### config.mk
export PLATFORM = sky130hd
export DESIGN_NAME = run_timer
export DESIGN_NICKNAME = d
export VERILOG_FILES = /design/src/rtl/run_timer.sv
export SDC_FILE = /design/constraint.sdc
export NUM_CORES = 1
export LEC_CHECK = 0
export ABC_CLOCK_PERIOD_IN_PS = 2400
export CORE_MARGIN = 10
export CORE_UTILIZATION = 35
export CTS_CLUSTER_SIZE = 40
export DETAILED_ROUTE_END_ITERATION = 16
export SYNTH_ARGS = -nofsm -noshare
export SYNTH_HDL_FRONTEND = slang
export SYNTH_SLANG_ARGS = --single-unit
export TNS_END_PERCENT = 30
### constraint.sdc
create_clock -name CLK_50M -period 2.4 [get_ports CLK_50M]
set_clock_uncertainty 0.1 [all_clocks]
set_input_delay 0.24 -clock CLK_50M [delete_from_list [all_inputs] [get_ports CLK_50M]]
set_output_delay 0.24 -clock CLK_50M [all_outputs]
set_load 0.01 [all_outputs]
### src/rtl/run_timer.sv
// run_timer: mm:ss stopwatch with start/stop/clear and BCD digit outputs.
// Ports: CLK_50M, nCLR (async low), TICK_IN, BTN_SS, BTN_CLR in;
// SEC_L/SEC_H/MIN_L/MIN_H, RUNNING, SEC_PULSE, WRAP out.
// Define RUN_TIMER_ALARM_EN to add the ALARM output.
module run_timer #(
  parameter int SATURATE     = 0,
  parameter int ALARM_TIME_S = 30
) (
  input  logic       CLK_50M,
  input  logic       nCLR,
  input  logic       TICK_IN,
  input  logic       BTN_SS,
  input  logic       BTN_CLR,
  output logic [3:0] SEC_L,
  output logic [3:0] SEC_H,
  output logic [3:0] MIN_L,
  output logic [3:0] MIN_H,
  output logic       RUNNING,
  output logic       SEC_PULSE,
  output logic       WRAP
`ifdef RUN_TIMER_ALARM_EN
  ,
  output logic       ALARM
`endif
);

  if (ALARM_TIME_S < 0 || ALARM_TIME_S > 3599) begin : g_bad_alarm
    $error("run_timer: ALARM_TIME_S out of range");
  end

  typedef enum logic [1:0] {
    IDLE,
    RUN,
    PAUSE
  } state_t;

  state_t     state;
  logic [2:0] tick_sr;
  logic [2:0] ss_sr;
  logic [2:0] clr_sr;
  logic [1:0] warm;
  logic [2:0] arm;
  logic       tick_e;
  logic       ss_e;
  logic       clr_e;

  logic [3:0] sl_nx;
  logic [3:0] sh_nx;
  logic [3:0] ml_nx;
  logic [3:0] mh_nx;
  logic       at_max;

  // An input only arms once its synchronised level has been seen low
  // after reset, so a level already high at release is not an edge.
  assign tick_e = tick_sr[1] & ~tick_sr[2] & arm[0];
  assign ss_e   = ss_sr[1] & ~ss_sr[2] & arm[1];
  assign clr_e  = clr_sr[1] & ~clr_sr[2] & arm[2];

  assign at_max = (SEC_L == 4'd9) && (SEC_H == 4'd5) &&
                  (MIN_L == 4'd9) && (MIN_H == 4'd5);

  always_comb begin
    sl_nx = SEC_L + 4'd1;
    sh_nx = SEC_H;
    ml_nx = MIN_L;
    mh_nx = MIN_H;
    if (SEC_L == 4'd9) begin
      sl_nx = 4'd0;
      sh_nx = SEC_H + 4'd1;
      if (SEC_H == 4'd5) begin
        sh_nx = 4'd0;
        ml_nx = MIN_L + 4'd1;
        if (MIN_L == 4'd9) begin
          ml_nx = 4'd0;
          mh_nx = (MIN_H == 4'd5) ? 4'd0 : MIN_H + 4'd1;
        end
      end
    end
  end

`ifdef RUN_TIMER_ALARM_EN
  logic [11:0] elap_nx;
  logic        alarm_hit;

  assign elap_nx = 12'(mh_nx) * 12'd600 + 12'(ml_nx) * 12'd60 +
                   12'(sh_nx) * 12'd10 + 12'(sl_nx);
  // The wrap to 00:00 never raises the alarm.
  assign alarm_hit = !at_max && (elap_nx == 12'(ALARM_TIME_S));
`endif

  always_ff @(posedge CLK_50M or negedge nCLR) begin
    if (!nCLR) begin
      tick_sr   <= '0;
      ss_sr     <= '0;
      clr_sr    <= '0;
      warm      <= '0;
      arm       <= '0;
      state     <= IDLE;
      SEC_L     <= '0;
      SEC_H     <= '0;
      MIN_L     <= '0;
      MIN_H     <= '0;
      RUNNING   <= 1'b0;
      SEC_PULSE <= 1'b0;
      WRAP      <= 1'b0;
`ifdef RUN_TIMER_ALARM_EN
      ALARM     <= 1'b0;
`endif
    end else begin
      tick_sr   <= {tick_sr[1:0], TICK_IN};
      ss_sr     <= {ss_sr[1:0], BTN_SS};
      clr_sr    <= {clr_sr[1:0], BTN_CLR};
      if (!warm[1]) warm <= warm + 2'd1;
      arm       <= arm | ({3{warm[1]}} &
                   ~{clr_sr[1], ss_sr[1], tick_sr[1]});
      SEC_PULSE <= 1'b0;
      if (SATURATE == 0) WRAP <= 1'b0;
      if (clr_e) begin
        state   <= IDLE;
        RUNNING <= 1'b0;
        SEC_L   <= '0;
        SEC_H   <= '0;
        MIN_L   <= '0;
        MIN_H   <= '0;
        WRAP    <= 1'b0;
`ifdef RUN_TIMER_ALARM_EN
        ALARM   <= 1'b0;
`endif
      end else begin
        if (tick_e && state == RUN) begin
          if (at_max && SATURATE != 0) begin
            WRAP <= 1'b1;
          end else begin
            SEC_L     <= sl_nx;
            SEC_H     <= sh_nx;
            MIN_L     <= ml_nx;
            MIN_H     <= mh_nx;
            SEC_PULSE <= 1'b1;
            if (at_max) WRAP <= 1'b1;
`ifdef RUN_TIMER_ALARM_EN
            if (alarm_hit) ALARM <= 1'b1;
`endif
          end
        end
        if (ss_e) begin
          case (state)
            IDLE: begin
              state   <= RUN;
              RUNNING <= 1'b1;
            end
            RUN: begin
              state   <= PAUSE;
              RUNNING <= 1'b0;
            end
            PAUSE: begin
              state   <= RUN;
              RUNNING <= 1'b1;
            end
            default: begin
              state   <= IDLE;
              RUNNING <= 1'b0;
            end
          endcase
        end
      end
    end
  end

endmodule

==> results of run 1 <==
[worst paths after layout]
kind                                       from              endpoint  slack, ns  cells after the start
max reg2reg                SEC_L[1]$_DFFE_PN0P_  MIN_H[3]$_DFFE_PN0P_       0.46                      6
max                        SEC_L[1]$_DFFE_PN0P_  MIN_H[3]$_DFFE_PN0P_       0.46                      6
min in group asynchronous                  nCLR  MIN_H[1]$_DFFE_PN0P_       0.27                      2
min                        tick_sr[0]$_DFF_PN0_  tick_sr[1]$_DFF_PN0_       0.25                      0
max in group asynchronous                  nCLR   clr_sr[1]$_DFF_PN0_       1.62                      2
min reg2reg                tick_sr[0]$_DFF_PN0_  tick_sr[1]$_DFF_PN0_       0.25                      0
[registers in the layout, summed over array words and instances (netlist names)]
| signal | cells |
|---|---|
| warm | 2 |
| MIN_H | 4 |
| arm | 3 |
| SEC_L | 4 |
| MIN_L | 4 |
| clr_sr | 3 |
| ss_sr | 3 |
| RUNNING | 1 |
| SEC_PULSE | 1 |
| WRAP | 1 |
| state | 2 |
| SEC_H | 4 |
| tick_sr | 3 |
[worst register-to-register path: stages, from the launching register on]
cell	delay, ns
sky130_fd_sc_hd__dfrtp_1	0.43
sky130_fd_sc_hd__inv_1	0.07
sky130_fd_sc_hd__ha_1	0.15
sky130_fd_sc_hd__and4b_2	0.29
sky130_fd_sc_hd__nand4_4	0.15
sky130_fd_sc_hd__or4_1	0.52
sky130_fd_sc_hd__a21oi_1	0.16
[layout make-up]
type | count | area, um^2 | area share, %
Multi-Input combinational cell | 94 | 624 | 31.6
Clock inverter | 3 | 67.6 | 3.42
Sequential cell | 35 | 876 | 44.3
Timing Repair Buffer | 25 | 245 | 12.4
Inverter | 8 | 30.0 | 1.52
Tap cell | 52 | 65.1 | 3.29
Clock buffer | 5 | 68.8 | 3.48
[routing by layer]
layer	share of wire, %	global-route usage, %
met1	39	8.86
met2	53	14.7
met3	6.7	3.38
met4	0.92	3.68
met5	0	0
[per-stage QoR]
stage	area [um^2]	setup slack, ns
2_1_floorplan	1540	0.551
3_3_place_gp	1840	0.554
3_5_place_dp	1840	0.484
4_1_cts	1980	0.460
5_1_grt	1980	0.300
6_report	1980	0.464
[cells by family (layout without fill, tap and decap cells)]
| group | after synthesis | count (layout) | share of synthesized area, % |
|---|---|---|---|
| AO/OA/AOI/OAI | 24 | 24 | 8.38 |
| XOR/XNOR | 3 | 3 | 1.71 |
| adder cells (fa/ha/maj) | 8 | 8 | 6.51 |
| buffers and inverters | 10 | 41 | 2.44 |
| flip-flops | 35 | 35 | 57.0 |
| multiplexers | 2 | 2 | 1.30 |
| AND/OR/NAND/NOR | 57 | 57 | 22.7 |
[cell usage in the layout (no fill, tap or decap)]
| master | netlist | final |
|---|---|---|
| sky130_fd_sc_hd__xor2_1 | 2 | 2 |
| sky130_fd_sc_hd__or4_1 | 3 | 3 |
| sky130_fd_sc_hd__a21o_1 | 3 | 3 |
| sky130_fd_sc_hd__ha_1 | 8 | 8 |
| sky130_fd_sc_hd__or2_2 | 1 | 1 |
| sky130_fd_sc_hd__and4bb_4 | 1 | 1 |
| sky130_fd_sc_hd__clkbuf_8 | 0 | 5 |
| sky130_fd_sc_hd__nor3b_1 | 4 | 4 |
| sky130_fd_sc_hd__or3_1 | 7 | 7 |
| sky130_fd_sc_hd__and4b_2 | 1 | 1 |
| sky130_fd_sc_hd__a21oi_1 | 15 | 15 |
| sky130_fd_sc_hd__mux2i_1 | 2 | 2 |
| sky130_fd_sc_hd__a31oi_1 | 1 | 1 |
| sky130_fd_sc_hd__xnor2_1 | 1 | 1 |
| sky130_fd_sc_hd__inv_1 | 8 | 8 |
| sky130_fd_sc_hd__nor2_1 | 10 | 10 |
| sky130_fd_sc_hd__nand3_1 | 7 | 7 |
| sky130_fd_sc_hd__or3_2 | 2 | 2 |
| sky130_fd_sc_hd__bufinv_16 | 0 | 2 |
| sky130_fd_sc_hd__nand2_1 | 13 | 13 |
| sky130_fd_sc_hd__buf_4 | 0 | 2 |
| sky130_fd_sc_hd__nor2b_1 | 1 | 1 |
| sky130_fd_sc_hd__o21ai_0 | 5 | 5 |
| sky130_fd_sc_hd__clkdlybuf4s50_1 | 0 | 23 |
| sky130_fd_sc_hd__and3b_2 | 3 | 3 |
| sky130_fd_sc_hd__or3b_2 | 1 | 1 |
| sky130_fd_sc_hd__nand3b_1 | 1 | 1 |
| sky130_fd_sc_hd__and3b_1 | 1 | 1 |
| sky130_fd_sc_hd__dfrtp_1 | 35 | 35 |
| sky130_fd_sc_hd__nand4_4 | 1 | 1 |
| sky130_fd_sc_hd__clkinvlp_4 | 0 | 1 |
[report_power, final]
part	total, mW	internal, mW	switching, mW
clock network	0.621	0.414	0.207
logic	0.0812	0.0388	0.0424
registers	0.629	0.612	0.0175
[cells in the mapped netlist (all sizes together)]
cell type  number
dfrtp          35
a21oi          15
nand2          13
nor2           10
or3             9
ha              8
inv             8
nand3           7
o21ai           5
and3b           4
nor3b           4
a21o            3
or4             3
clkbuf          2
mux2i           2
xor2            2
a31oi           1
and4b           1
and4bb          1
nand3b          1
nand4           1
nor2b           1
or2             1
or3b            1
xnor2           1
==> flow_summary.toml, run 1 <==
[routing]
post-route-drc-count = 0
avgViaCountPerCell = 4.96
count_of_nets_left_with_antenna_violations_after_detail_routing = 0
drt_first_iter_violations = 71
routedWlPerCell_um = 13.2
first_drt_pass_iteration_count = 4
num_vias = 1102
finalWirelength_mm = 2.93

[finish]
net_count_final = 182
fillerInstances = 389
post_layout_nonfiller_instances = 222
area_growth_pct = 28.6
fin_util_pct = 46.0
antenna-diode-count = 0
drive_gt1_share_pct = 11.8

[sta]
timing.final.hold_violations = 0
timing.slew.headroom_pct = 71.0
final_period_utilization_pct = 80.7
hold_ws_ns = 0.249
grt_setup_unrepaired = "no"
worst-slew-pin-transition_ns = 0.435
timing.final.setup_violations = 0
period_minus_slack_ns = 1.94
timing.final.max_slew_violations = 0
timing.fmax_mhz = 516
setup-tns-final_ns = 0

[logic_synthesis]
ys_ff_latch = 35
avgSynthCellArea_um2 = 11.1
synth_largest_type_area_fraction_pct = 57.0
synth.yosys.seq_area_share_pct = 57.0
mappedNetlistArea_mm2 = 0.00154
yosys.cell_types.count = 27
yosysTopAreaCell = "sky130_fd_sc_hd__dfrtp_1"
synthesis.nets = 152
ys_top_cells_by_area = "sky130_fd_sc_hd__dfrtp_1 57%, sky130_fd_sc_hd__ha_1 6.5%, sky130_fd_sc_hd__a21oi_1 4.9%"
yosysWarnings = 0
syn_inst = 139

[clock_tree]
clock_path_buffers = 2
clk-insertion-delay-late_ns = 0.28
ctsHoldBuffers = 0
cts_resized = 0
ctsHtreeMaxLevel = 2
cts.reportedPaths.clkPinSlew_ns = 0.07
cts_tree = "built"
cts.repair_timing.setup_buffer_count = 0
cts-buffers-inserted = 5
clock_root_buffer_master = "sky130_fd_sc_hd__clkbuf_8"
clock_sink_count = 35

[placement]
dpl.cell_count = 214
place.port_buffers = 23
gp_routability_congestion = 0.847
place.detailed.hpwl_mm = 2.13

[grt]
grt_start_max_net_pins = 36
antenna_found_initial = 0
grt_first_pass_wirelength_mm = 5.16
grt_usage_pct = 8.47
number_of_global_route_vias_before_repair = 1138
grt_overflow_total = 0

[worst_hold_path]
min-delay-path-class = "reg2reg"

[floorplanning]
width_of_the_die_um = 86.3
die_y_um = 86.3
start_util_pct = 35.8
die-area_mm2 = 0.00745
std_cell_rows = 24
core_area_mm2 = 0.00429
boundary_pin_count = 24

[pwr]
power.total_mw = 1.33
p_leak_nw = 0.850
peakVddDrop_v = 0.000397
power_density_mw_per_mm2 = 673

[worst_setup_path]
critical_path.endpoint_type = "register"
critPathSlowestCell = "sky130_fd_sc_hd__or4_1"
cp.required_ns = 2.50
crit_path_cell_trace = "inv_1 -> ha_1 -> and4b_2 -> nand4_4 -> or4_1 -> a21oi_1"
critPathKind = "reg2reg"
setup.worst_path.start_class = "register"
critical-path-max-stage-delay_ns = 0.52
maximum_fanout_encountered_on_the_critical_timing_path = 9
arrival_ns = 2.04
crit_path_buffers_inverters = 1
critical_path.top_delay_family = "simple AND/OR/NAND/NOR gates"

[run]
max_cap_violations = 0

[status]
status = "complete, no violations"
No activity file was read; power rests on OpenSTA's default activity.
==> run 2: changes to the inputs <==
--- a/config.mk
+++ b/config.mk
@@ -5,7 +5,7 @@
 export SDC_FILE = /design/constraint.sdc
 export NUM_CORES = 1
 export LEC_CHECK = 0
-export ABC_CLOCK_PERIOD_IN_PS = 2400
+export ABC_CLOCK_PERIOD_IN_PS = 2000
 export CORE_MARGIN = 10
 export CORE_UTILIZATION = 35
 export CTS_CLUSTER_SIZE = 40
==> constraint.sdc (replaced) <==
create_clock -name CLK_50M -period 2 [get_ports CLK_50M]
set_clock_uncertainty 0.1 [all_clocks]
set_input_delay 0.2 -clock CLK_50M [delete_from_list [all_inputs] [get_ports CLK_50M]]
set_output_delay 0.2 -clock CLK_50M [all_outputs]
set_load 0.01 [all_outputs]
==> flow_summary.toml, run 2 (synthesis gave the netlist of run 1 again) <==
[finish]
antenna-diode-count = 0
highest_count_cells_in_the_layout_ignoring_fill_and_taps = "34 x sky130_fd_sc_hd__dfrtp_1, 23 x sky130_fd_sc_hd__clkdlybuf4s50_1, 15 x sky130_fd_sc_hd__a21oi_1"
area_growth_pct = 31.1
drive_gt1_share_pct = 14.9
finish.instance_area_mm2 = 0.00202
net_count_final = 187
layout_commonest_cell = "sky130_fd_sc_hd__dfrtp_1"

[sta]
final_period_utilization_pct = 94.8
worst-slew-pin-transition_ns = 0.443
setup-tns-final_ns = 0
timing.final.setup_violations = 0
timing.slew.headroom_pct = 70.4
timing.final.hold_violations = 0
period_minus_slack_ns = 1.90
timing.final.max_slew_violations = 0
grt_setup_unrepaired = "no"
timing.fmax_mhz = 528

[worst_setup_path]
timing.reg2reg.worst_path_depth = 6
crit-reg2reg-capture = "MIN_H[3]$_DFFE_PN0P_"
r2r_setup_slack_ns = 0.10
worstSetupStartpoint = "MIN_L[1]$_DFFE_PN0P_"
critical-path-max-stage-delay_ns = 0.53
critical_path.top_delay_family = "simple AND/OR/NAND/NOR gates"
capturing_instance_or_port_of_the_critical_path = "MIN_H[3]$_DFFE_PN0P_"
cp.required_ns = 2.11
crit_path_cell_trace = "inv_1 -> ha_1 -> and3b_2 -> nand4_4 -> or4_1 -> a21oi_1"
setup.worst_path.start_class = "register"
crit-reg2reg-launch = "MIN_L[1]$_DFFE_PN0P_"
arrival_ns = 2.01
critPathSlowestCell = "sky130_fd_sc_hd__or4_1"
critical_path.endpoint_type = "register"
crit_path_buffers_inverters = 1
maximum_fanout_encountered_on_the_critical_timing_path = 9
path_depth = 6
critPathKind = "reg2reg"

[grt]
grt_start_max_net_pins = 36
number_of_global_route_vias_before_repair = 1160
grt_usage_pct = 8.88
grt_overflow_total = 0
grt_first_pass_wirelength_mm = 5.38
antenna_found_initial = 0

[clock_tree]
clock_path_buffers = 2
clock_root_buffer_master = "sky130_fd_sc_hd__clkbuf_8"
clk-insertion-delay-late_ns = 0.28
cts-buffers-inserted = 5
ctsHtreeMaxLevel = 2
clock_sink_count = 35
cts.reportedPaths.clkPinSlew_ns = 0.07
ctsHoldBuffers = 0
cts_tree = "built"

[status]
status = "complete, no violations"

[pwr]
power_density_mw_per_mm2 = 800
peakVddDrop_v = 0.000531
p_leak_nw = 0.874

[routing]
drt_first_iter_violations = 76
first_drt_pass_iteration_count = 4
post-route-drc-count = 0
num_vias = 1125
avgViaCountPerCell = 4.96
count_of_nets_left_with_antenna_violations_after_detail_routing = 0
routedWlPerCell_um = 13.6
finalWirelength_mm = 3.08

[floorplanning]
std_cell_rows = 24
boundary_pin_count = 24
die_y_um = 86.3
width_of_the_die_um = 86.3
core_area_mm2 = 0.00429
start_util_pct = 35.8
die-area_mm2 = 0.00745

[placement]
gp_routability_congestion = 0.766
place.port_buffers = 23
post_dp_cell_area_mm2 = 0.00186
place.detailed.hpwl_mm = 2.23

[worst_hold_path]
min-delay-path-class = "in2async"

[run]
max_cap_violations = 0
## run 2: cell count changes in the layout (fill, tap and decap cells not counted), sizes merged
cell,delta
buf,+5
## run 2: cell type report
class | instances | area [um^2]
fillers | 406 | 2280
multi-input cells | 94 | 624
well taps | 52 | 65.1
repair buffers | 30 | 283
clock inverters | 3 | 67.6
flip-flops and latches | 35 | 877
clock buffers | 5 | 68.8
inverters | 8 | 30.0
## run 2: worst min path at each step
stage	slack, ns	end	start
finish	0.22	MIN_H[2]$_DFFE_PN0P_	nCLR
global route	0.23	tick_sr[0]$_DFF_PN0_	TICK_IN
CTS	0.23	MIN_H[2]$_DFFE_PN0P_	nCLR
detailed placement	0.24	tick_sr[1]$_DFF_PN0_	tick_sr[0]$_DFF_PN0_
global placement	0.23	tick_sr[1]$_DFF_PN0_	tick_sr[0]$_DFF_PN0_
floorplan	-0.20	MIN_H[0]$_DFFE_PN0P_	nCLR
## run 2: where the power goes
group	internal [mW]	switching, mW	leakage, nW
Clock	0.497	0.255	0.0644
Combinational	0.0531	0.0587	0.368
Sequential	0.734	0.0157	0.442
## run 2: metal layers
| metal | global-route usage (%) | vias to the layer above | routed length (um) |
|---|---|---|---|
| li1 | - | 550 | - |
| met2 | 16.0 | 19 | 1630 |
| met4 | 3.53 | 0 | 29 |
| met3 | 3.00 | 4 | 150 |
| met5 | 0 | - | 0 |
| met1 | 9.26 | 552 | 1270 |
## run 2: per-stage QoR
step	hold slack (ns)	total power [mW]	utilization (%)	worst slack, ns	cells
4_1_cts	0.227	1.65	46.6	0.0671	225
5_1_grt	0.235	1.70	46.9	0.0286	227
3_3_place_gp	0.233	0.873	43.4	0.207	217
2_1_floorplan	-0.196	0.810	-	0.151	139
3_5_place_dp	0.236	0.878	43.4	0.0796	217
6_report	0.221	1.61	46.9	0.105	227
## run 2: repair_timing
item / CTS / global route
resized for setup: 0 / 1
setup buffers: 0 / 2
endpoints found under the setup margin: 0 / 1
==> run 3: changes to the inputs <==
--- a/config.mk
+++ b/config.mk
@@ -8,6 +8,7 @@
 export ABC_CLOCK_PERIOD_IN_PS = 2000
 export CORE_MARGIN = 10
 export CORE_UTILIZATION = 35
+export CTS_CLUSTER_DIAMETER = 30
 export CTS_CLUSTER_SIZE = 40
 export DETAILED_ROUTE_END_ITERATION = 16
 export SYNTH_ARGS = -nofsm -noshare
==> results of run 3 <==
Same layout as run 2: the final DEF is identical, and so are final timing and power.
